$ cat src/rtl/conv_window_sched.sv
`default_nettype none
// ============================================================================
// Module      : conv_window_sched
// Description : Job sequencer for the 3x3 conv datapath. Gathers each valid
//               3x3 window of a row-major 8-bit image from input SRAM with
//               nine byte reads, issues it to conv with the held weights and
//               writes every result to output SRAM in raster order.
// Revision    : 1.0 - initial release
// ============================================================================
module conv_window_sched #(
   parameter int ADDR_W = 14,
   parameter int DIM_W  = 7
) (
   input  logic              clk,
   input  logic              rst_n,
   input  logic              start,
   input  logic [DIM_W-1:0]  cfg_h,
   input  logic [DIM_W-1:0]  cfg_w,
   input  logic [ADDR_W-1:0] cfg_in_base,
   input  logic [ADDR_W-1:0] cfg_out_base,
   input  logic              w_load,
   input  logic [71:0]       w_data,
   output logic              busy,
   output logic              done,
   output logic              mem_rd_en,
   output logic [ADDR_W-1:0] mem_rd_addr,
   input  logic [7:0]        mem_rd_data,
   output logic              conv_i_valid,
   output logic [71:0]       conv_i_tensor,
   output logic [71:0]       conv_w_tensor,
   input  logic              conv_o_valid,
   input  logic [7:0]        conv_o_tensor,
   output logic              out_wr_en,
   output logic [ADDR_W-1:0] out_wr_addr,
   output logic [7:0]        out_wr_data
);

   typedef enum logic [2:0] {
      IDLE  = 3'd0,
      READ  = 3'd1,
      LAST  = 3'd2,
      ISSUE = 3'd3,
      DRAIN = 3'd4,
      DONE  = 3'd5
   } state_t;

   state_t            r_state;
   logic [DIM_W-1:0]  r_h;
   logic [DIM_W-1:0]  r_w;
   logic [DIM_W-1:0]  r_ox;
   logic [DIM_W-1:0]  r_oy;
   logic [ADDR_W-1:0] r_out_base;
   logic [ADDR_W-1:0] r_out_idx;
   logic [ADDR_W-1:0] r_row_base;   // in_base + oy*W
   logic [ADDR_W-1:0] r_win_base;   // in_base + oy*W + ox
   logic [3:0]        r_k;          // tap currently on the read port
   logic [63:0]       r_shadow;     // window bytes 0..7 while gathering

   logic              w_last_col;
   logic              w_last_row;
   logic              w_wr;
   logic [ADDR_W-1:0] w_next_win;

   // Address of tap k relative to a window origin: base + r*W + c.
   function automatic logic [ADDR_W-1:0] tap_addr(input logic [ADDR_W-1:0] base,
                                                  input logic [DIM_W-1:0]  w,
                                                  input logic [3:0]        k);
      logic [ADDR_W-1:0] w_ext;
      logic [ADDR_W-1:0] roff;
      logic [ADDR_W-1:0] coff;
      w_ext = ADDR_W'(w);
      roff  = '0;
      coff  = '0;
      case (k)
         4'd0: begin roff = '0;         coff = ADDR_W'(0); end
         4'd1: begin roff = '0;         coff = ADDR_W'(1); end
         4'd2: begin roff = '0;         coff = ADDR_W'(2); end
         4'd3: begin roff = w_ext;      coff = ADDR_W'(0); end
         4'd4: begin roff = w_ext;      coff = ADDR_W'(1); end
         4'd5: begin roff = w_ext;      coff = ADDR_W'(2); end
         4'd6: begin roff = w_ext << 1; coff = ADDR_W'(0); end
         4'd7: begin roff = w_ext << 1; coff = ADDR_W'(1); end
         4'd8: begin roff = w_ext << 1; coff = ADDR_W'(2); end
         default: begin roff = '0;      coff = '0;         end
      endcase
      return base + roff + coff;
   endfunction

   assign w_last_col = (r_ox == r_w - DIM_W'(3));
   assign w_last_row = (r_oy == r_h - DIM_W'(3));
   assign w_next_win = w_last_col ? (r_row_base + ADDR_W'(r_w))
                                  : (r_win_base + ADDR_W'(1));

   // Writeback is a pass-through: results are written as they arrive while busy.
   assign w_wr        = conv_o_valid & busy;
   assign out_wr_en   = w_wr;
   assign out_wr_addr = r_out_base + r_out_idx;
   assign out_wr_data = conv_o_tensor;

   // Sequencer FSM with registered strobes, window gather and output index.
   always_ff @(posedge clk or negedge rst_n) begin
      if (!rst_n) begin
         r_state       <= IDLE;
         r_h           <= '0;
         r_w           <= '0;
         r_ox          <= '0;
         r_oy          <= '0;
         r_out_base    <= '0;
         r_out_idx     <= '0;
         r_row_base    <= '0;
         r_win_base    <= '0;
         r_k           <= '0;
         r_shadow      <= '0;
         busy          <= 1'b0;
         done          <= 1'b0;
         mem_rd_en     <= 1'b0;
         mem_rd_addr   <= '0;
         conv_i_valid  <= 1'b0;
         conv_i_tensor <= '0;
         conv_w_tensor <= '0;
      end else begin
         if (w_wr) begin
            r_out_idx <= r_out_idx + ADDR_W'(1);
         end
         case (r_state)
            IDLE: begin
               if (w_load) begin
                  conv_w_tensor <= w_data;
               end
               if (start) begin
                  if (cfg_h >= DIM_W'(3) && cfg_w >= DIM_W'(3)) begin
                     r_h         <= cfg_h;
                     r_w         <= cfg_w;
                     r_ox        <= '0;
                     r_oy        <= '0;
                     r_out_base  <= cfg_out_base;
                     r_out_idx   <= '0;
                     r_row_base  <= cfg_in_base;
                     r_win_base  <= cfg_in_base;
                     r_k         <= '0;
                     mem_rd_en   <= 1'b1;
                     mem_rd_addr <= cfg_in_base;
                     busy        <= 1'b1;
                     r_state     <= READ;
                  end else begin
                     done    <= 1'b1;
                     r_state <= DONE;
                  end
               end
            end
            READ: begin
               // Byte k-1 arrives while tap k is being read.
               for (int i = 0; i < 8; i++) begin
                  if (r_k == 4'(i + 1)) begin
                     r_shadow[8*i +: 8] <= mem_rd_data;
                  end
               end
               if (r_k == 4'd8) begin
                  mem_rd_en <= 1'b0;
                  r_state   <= LAST;
               end else begin
                  r_k         <= r_k + 4'd1;
                  mem_rd_addr <= tap_addr(r_win_base, r_w, r_k + 4'd1);
               end
            end
            LAST: begin
               conv_i_tensor <= {mem_rd_data, r_shadow};
               conv_i_valid  <= 1'b1;
               r_state       <= ISSUE;
            end
            ISSUE: begin
               conv_i_valid <= 1'b0;
               if (w_last_col && w_last_row) begin
                  r_state <= DRAIN;
               end else begin
                  if (w_last_col) begin
                     r_ox       <= '0;
                     r_oy       <= r_oy + DIM_W'(1);
                     r_row_base <= r_row_base + ADDR_W'(r_w);
                  end else begin
                     r_ox <= r_ox + DIM_W'(1);
                  end
                  r_win_base  <= w_next_win;
                  r_k         <= '0;
                  mem_rd_en   <= 1'b1;
                  mem_rd_addr <= tap_addr(w_next_win, r_w, 4'd0);
                  r_state     <= READ;
               end
            end
            DRAIN: begin
               if (conv_o_valid) begin
                  busy    <= 1'b0;
                  done    <= 1'b1;
                  r_state <= DONE;
               end
            end
            DONE: begin
               done    <= 1'b0;
               r_state <= IDLE;
            end
            default: begin
               r_state <= IDLE;
            end
         endcase
      end
   end

endmodule
`default_nettype wire

$ cat config.mk
export PLATFORM = sky130hd
export DESIGN_NAME = conv_window_sched
export DESIGN_NICKNAME = d
export VERILOG_FILES = /design/src/rtl/conv_window_sched.sv
export SDC_FILE = /design/constraint.sdc
export NUM_CORES = 1
export LEC_CHECK = 0
export BUFFER_PORTS_ARGS = -buffer_cell sky130_fd_sc_hd__buf_4
export CAP_MARGIN = 20
export CORE_ASPECT_RATIO = 1.1
export CORE_MARGIN = 5
export CORE_UTILIZATION = 40
export DETAILED_ROUTE_END_ITERATION = 8
export MAX_ROUTING_LAYER = met4
export PLACE_DENSITY = 0.58
export SKIP_LAST_GASP = 1
export SYNTH_ARGS = -nofsm -noshare
export SYNTH_HDL_FRONTEND = slang
export SYNTH_SLANG_ARGS = --single-unit
$ cat constraint.sdc
create_clock -name clk -period 6 [get_ports clk]
set_input_delay 1.2 -clock clk [delete_from_list [all_inputs] [get_ports clk]]
set_output_delay 1.2 -clock clk [all_outputs]
set_load 0.005 [all_outputs]
==> run metrics <==
status=finished clean; ANT nets after route=0; Sw Ratio=0.3666; layout cells sized above 1=0.3632; fraction of the yosys area taken by sequential cells=0.5090; setup tns final=0 ns; Area growth, synth to finish=24.39%; Synth async-reset ratio=1.000; die height=217.0 um; critical path depth=17; flops & latches, synth=317; commonest non-fill, non-tap cells in the layout=317 x dfrtp_1, 310 x buf_4, 216 x mux2_2; # nets final=around 1.8k; kind of start point of the critical path=register; CP arrival=roughly 5.3 ns; PwrDens=between 500 and 600 mW/mm^2; Initial Util=0.4061; R2R depth=17; vias per std cell=around 5.3; NetSw=0.004018 W; RSZ-0062 raised after global routing=false; GR Overflow Total=0; Worst Max-Slew Pin Slew=between 0.9 and 1 ns; crit-path cells=ha_1, xor2_1, nor2_1, a211oi_1, a22oi_1, fa_1, inv_1, ha_1, inv_1, fa_1, nor2b_1, o2111ai_1, a31oi_1, xor2_1, o21ai_0, o311ai_1, mux2_1; FP Rows=between 70 and 80; antenna cells=0; DRC viols=0; antenna violations before repair=0; via count of the routed design=~12k; Num CTS Buffers=37; Worst Hold Depth=1; placer congestion estimate=about 0.87; H-tree level count=2; DR pass1 iterations=7; Multi-input gate area=slightly above 0.007 mm^2; final WL=roughly 43000 um; Post-synth EDFFs=0; largest area contributor in the netlist=dfrtp_1; Clock Power Share=0.193; CTS max path bufs=3; Final Hold Vio Count=0; Sequential Power Share=0.354; Die X-Extent=between 150 and 200 um; CTS root buf=clkbuf_16; Routed wire per std cell=approximately 20 um; Buf/Inv on CP=2; GR Util All Layers=0.2042; clock-pin slew on the worst setup and hold paths=about 0.060 ns; initial DRC count=~630; Slew headroom=0.3668; Peak supply drop=252.8 uV; Worst-Skew Late Latency=approximately 0.53 ns; largest net degree at the start of global routing=about 110; CP top delay family=compound AO/OA/AOI/OAI gates; Sink Count=~320; Top FF cell, synth=dfrtp_1; Layout Skew=a little over 0.02 ns; crit end category=register; Placed Instance Area=0.01824 mm^2; average size of a mapped cell=about 11 um^2; internal power=0.006942 W; final core utilization=0.5051; design area=between 0.015 and 0.02 mm^2; vias in the first global route=roughly 12k; Synthesized Nets=around 1.5k; Final Max Tran Viols=0; filler cell count in the final layout=3447; pre-CTS WS=between 1 and 1.5 ns; IO Pins=320; crit path kind=reg -> reg; Synth Instances=roughly 1.4k; Max Cap Violations=0; Setup violations, final=0; post-route setup slack=approximately 1.1 ns; CTS tree=done; commonest non-fill, non-tap cell in the layout=dfrtp_1; post-synth cell types=around 80; FMAX=between 0.2 and 0.25 GHz; Resized Gates After CTS=0; Die ar.=0.04301 mm^2; synth warn=0; largest fanout on the critical path=8; Fin Hold WS=0.4818 ns; dominant cells by area after synthesis=dfrtp_1 51%, mux2_2 16%, nand2_1 3.9%; Worst Hold Class=reg -> reg; Pleak=~9 nW; post-CTS setup buffers=0; register area=0.007933 mm^2; PortBufs=approximately 300; cts hold-fix bufs=0; HPWL Detailed=approximately 31000 um; first-pass GRT wire length=between 60000 and 70000 um; final cycle utilization of the critical path=0.8197; Tmin final=4.918 ns; logic gate share of total power=0.453; core area=between 0.03 and 0.04 mm^2; synthesized area=about 0.016 mm^2; crit-path max cell delay=0.68 ns; slowest stage cell, crit path=a211oi_1; share of the synthesized area in the top cell type=0.5090; CP required=about 6.4 ns
[area by class of cell]
type	count	area share
sequential	317	0.4092
multi-input combinational	946	0.3717
timing repair buffer	314	0.1239
clock buffer	52	0.05434
tap	500	0.03227
inverter	26	0.005034
clock inverter	8	0.003550
[cell usage after synthesis, types with 13 or more instances]
cell type  count
a31oi_1       23
a21oi_1       33
xor2_1        34
and3_1        13
nand2_1      163
o21ai_0       43
xnor2_1       38
mux2_2       216
o211ai_1      13
nor2_1        62
ha_1          46
nand3_1       34
nor3_1        37
mux2i_1       14
dfrtp_1      317
buf_4         13
clkbuf_1      41
inv_1         26
and2_1        14
[power groups by stage]
stage / sequential, W / combinational [W] / clock (W)
finish: 0.00387 / 0.00497 / 0.00212
CTS: 0.00387 / 0.00502 / 0.00219
global route: 0.00401 / 0.00550 / 0.00228
detailed placement: 0.00389 / 0.00500 / 0
floorplan: 0.00367 / 0.00321 / 0
global placement: 0.00386 / 0.00489 / 0
[routing by layer]
| metal | share of wire | vias up | track usage |
|---|---|---|---|
| li1 | - | 5401 | - |
| met1 | 0.42 | 5728 | 0.2586 |
| met2 | 0.48 | 346 | 0.3304 |
| met3 | 0.075 | 55 | 0.05521 |
| met4 | 0.020 | 0 | 0.04637 |
| met5 | 0 | - | - |
[registers in the layout (all words and copies together), names as in the netlist]
signal and cells:
conv_i_valid 1, r_win_base 14, conv_w_tensor 72, r_k 4
r_out_base 14, mem_rd_addr 14, mem_rd_en 1, r_shadow 64
r_oy 7, conv_i_tensor 72, r_state 3, r_w 7
r_h 7, r_out_idx 14, r_row_base 14, busy 1
done 1, r_ox 7
[logic make-up (layout without fill, tap and decap cells)]
kind of cell / count (synthesis) / in the layout / share of synthesized area
compound gates: 204 / 204 / 0.09112
xor+xnor: 72 / 72 / 0.04046
fa+ha+maj: 51 / 51 / 0.04335
buf+inv: 97 / 400 / 0.02946
flops: 317 / 317 / 0.5090
mux: 239 / 239 / 0.1722
simple gates: 380 / 380 / 0.1144
[final timing paths]
check | slack, ns | from | to
setup / recovery | 1.08 | r_k[0] | mem_rd_addr[9]
hold / removal | 0.48 | conv_i_valid | conv_i_valid
setup reg to reg | 1.08 | r_k[0] | mem_rd_addr[9]
hold reg to reg | 0.48 | conv_i_valid | conv_i_valid
max in group asynchronous | 4.19 | rst_n | mem_rd_addr[0]
min in group asynchronous | 0.64 | rst_n | r_out_base[11]
[per-stage QoR]
step	std cells	total power, W
2_1_floorplan	1360	0.006880
3_3_place_gp	2102	0.008749
3_5_place_dp	2102	0.008892
4_1_cts	2162	0.01108
5_1_grt	2163	0.01180
6_report	2163	0.01096
(Power assumes the default switching activity.)
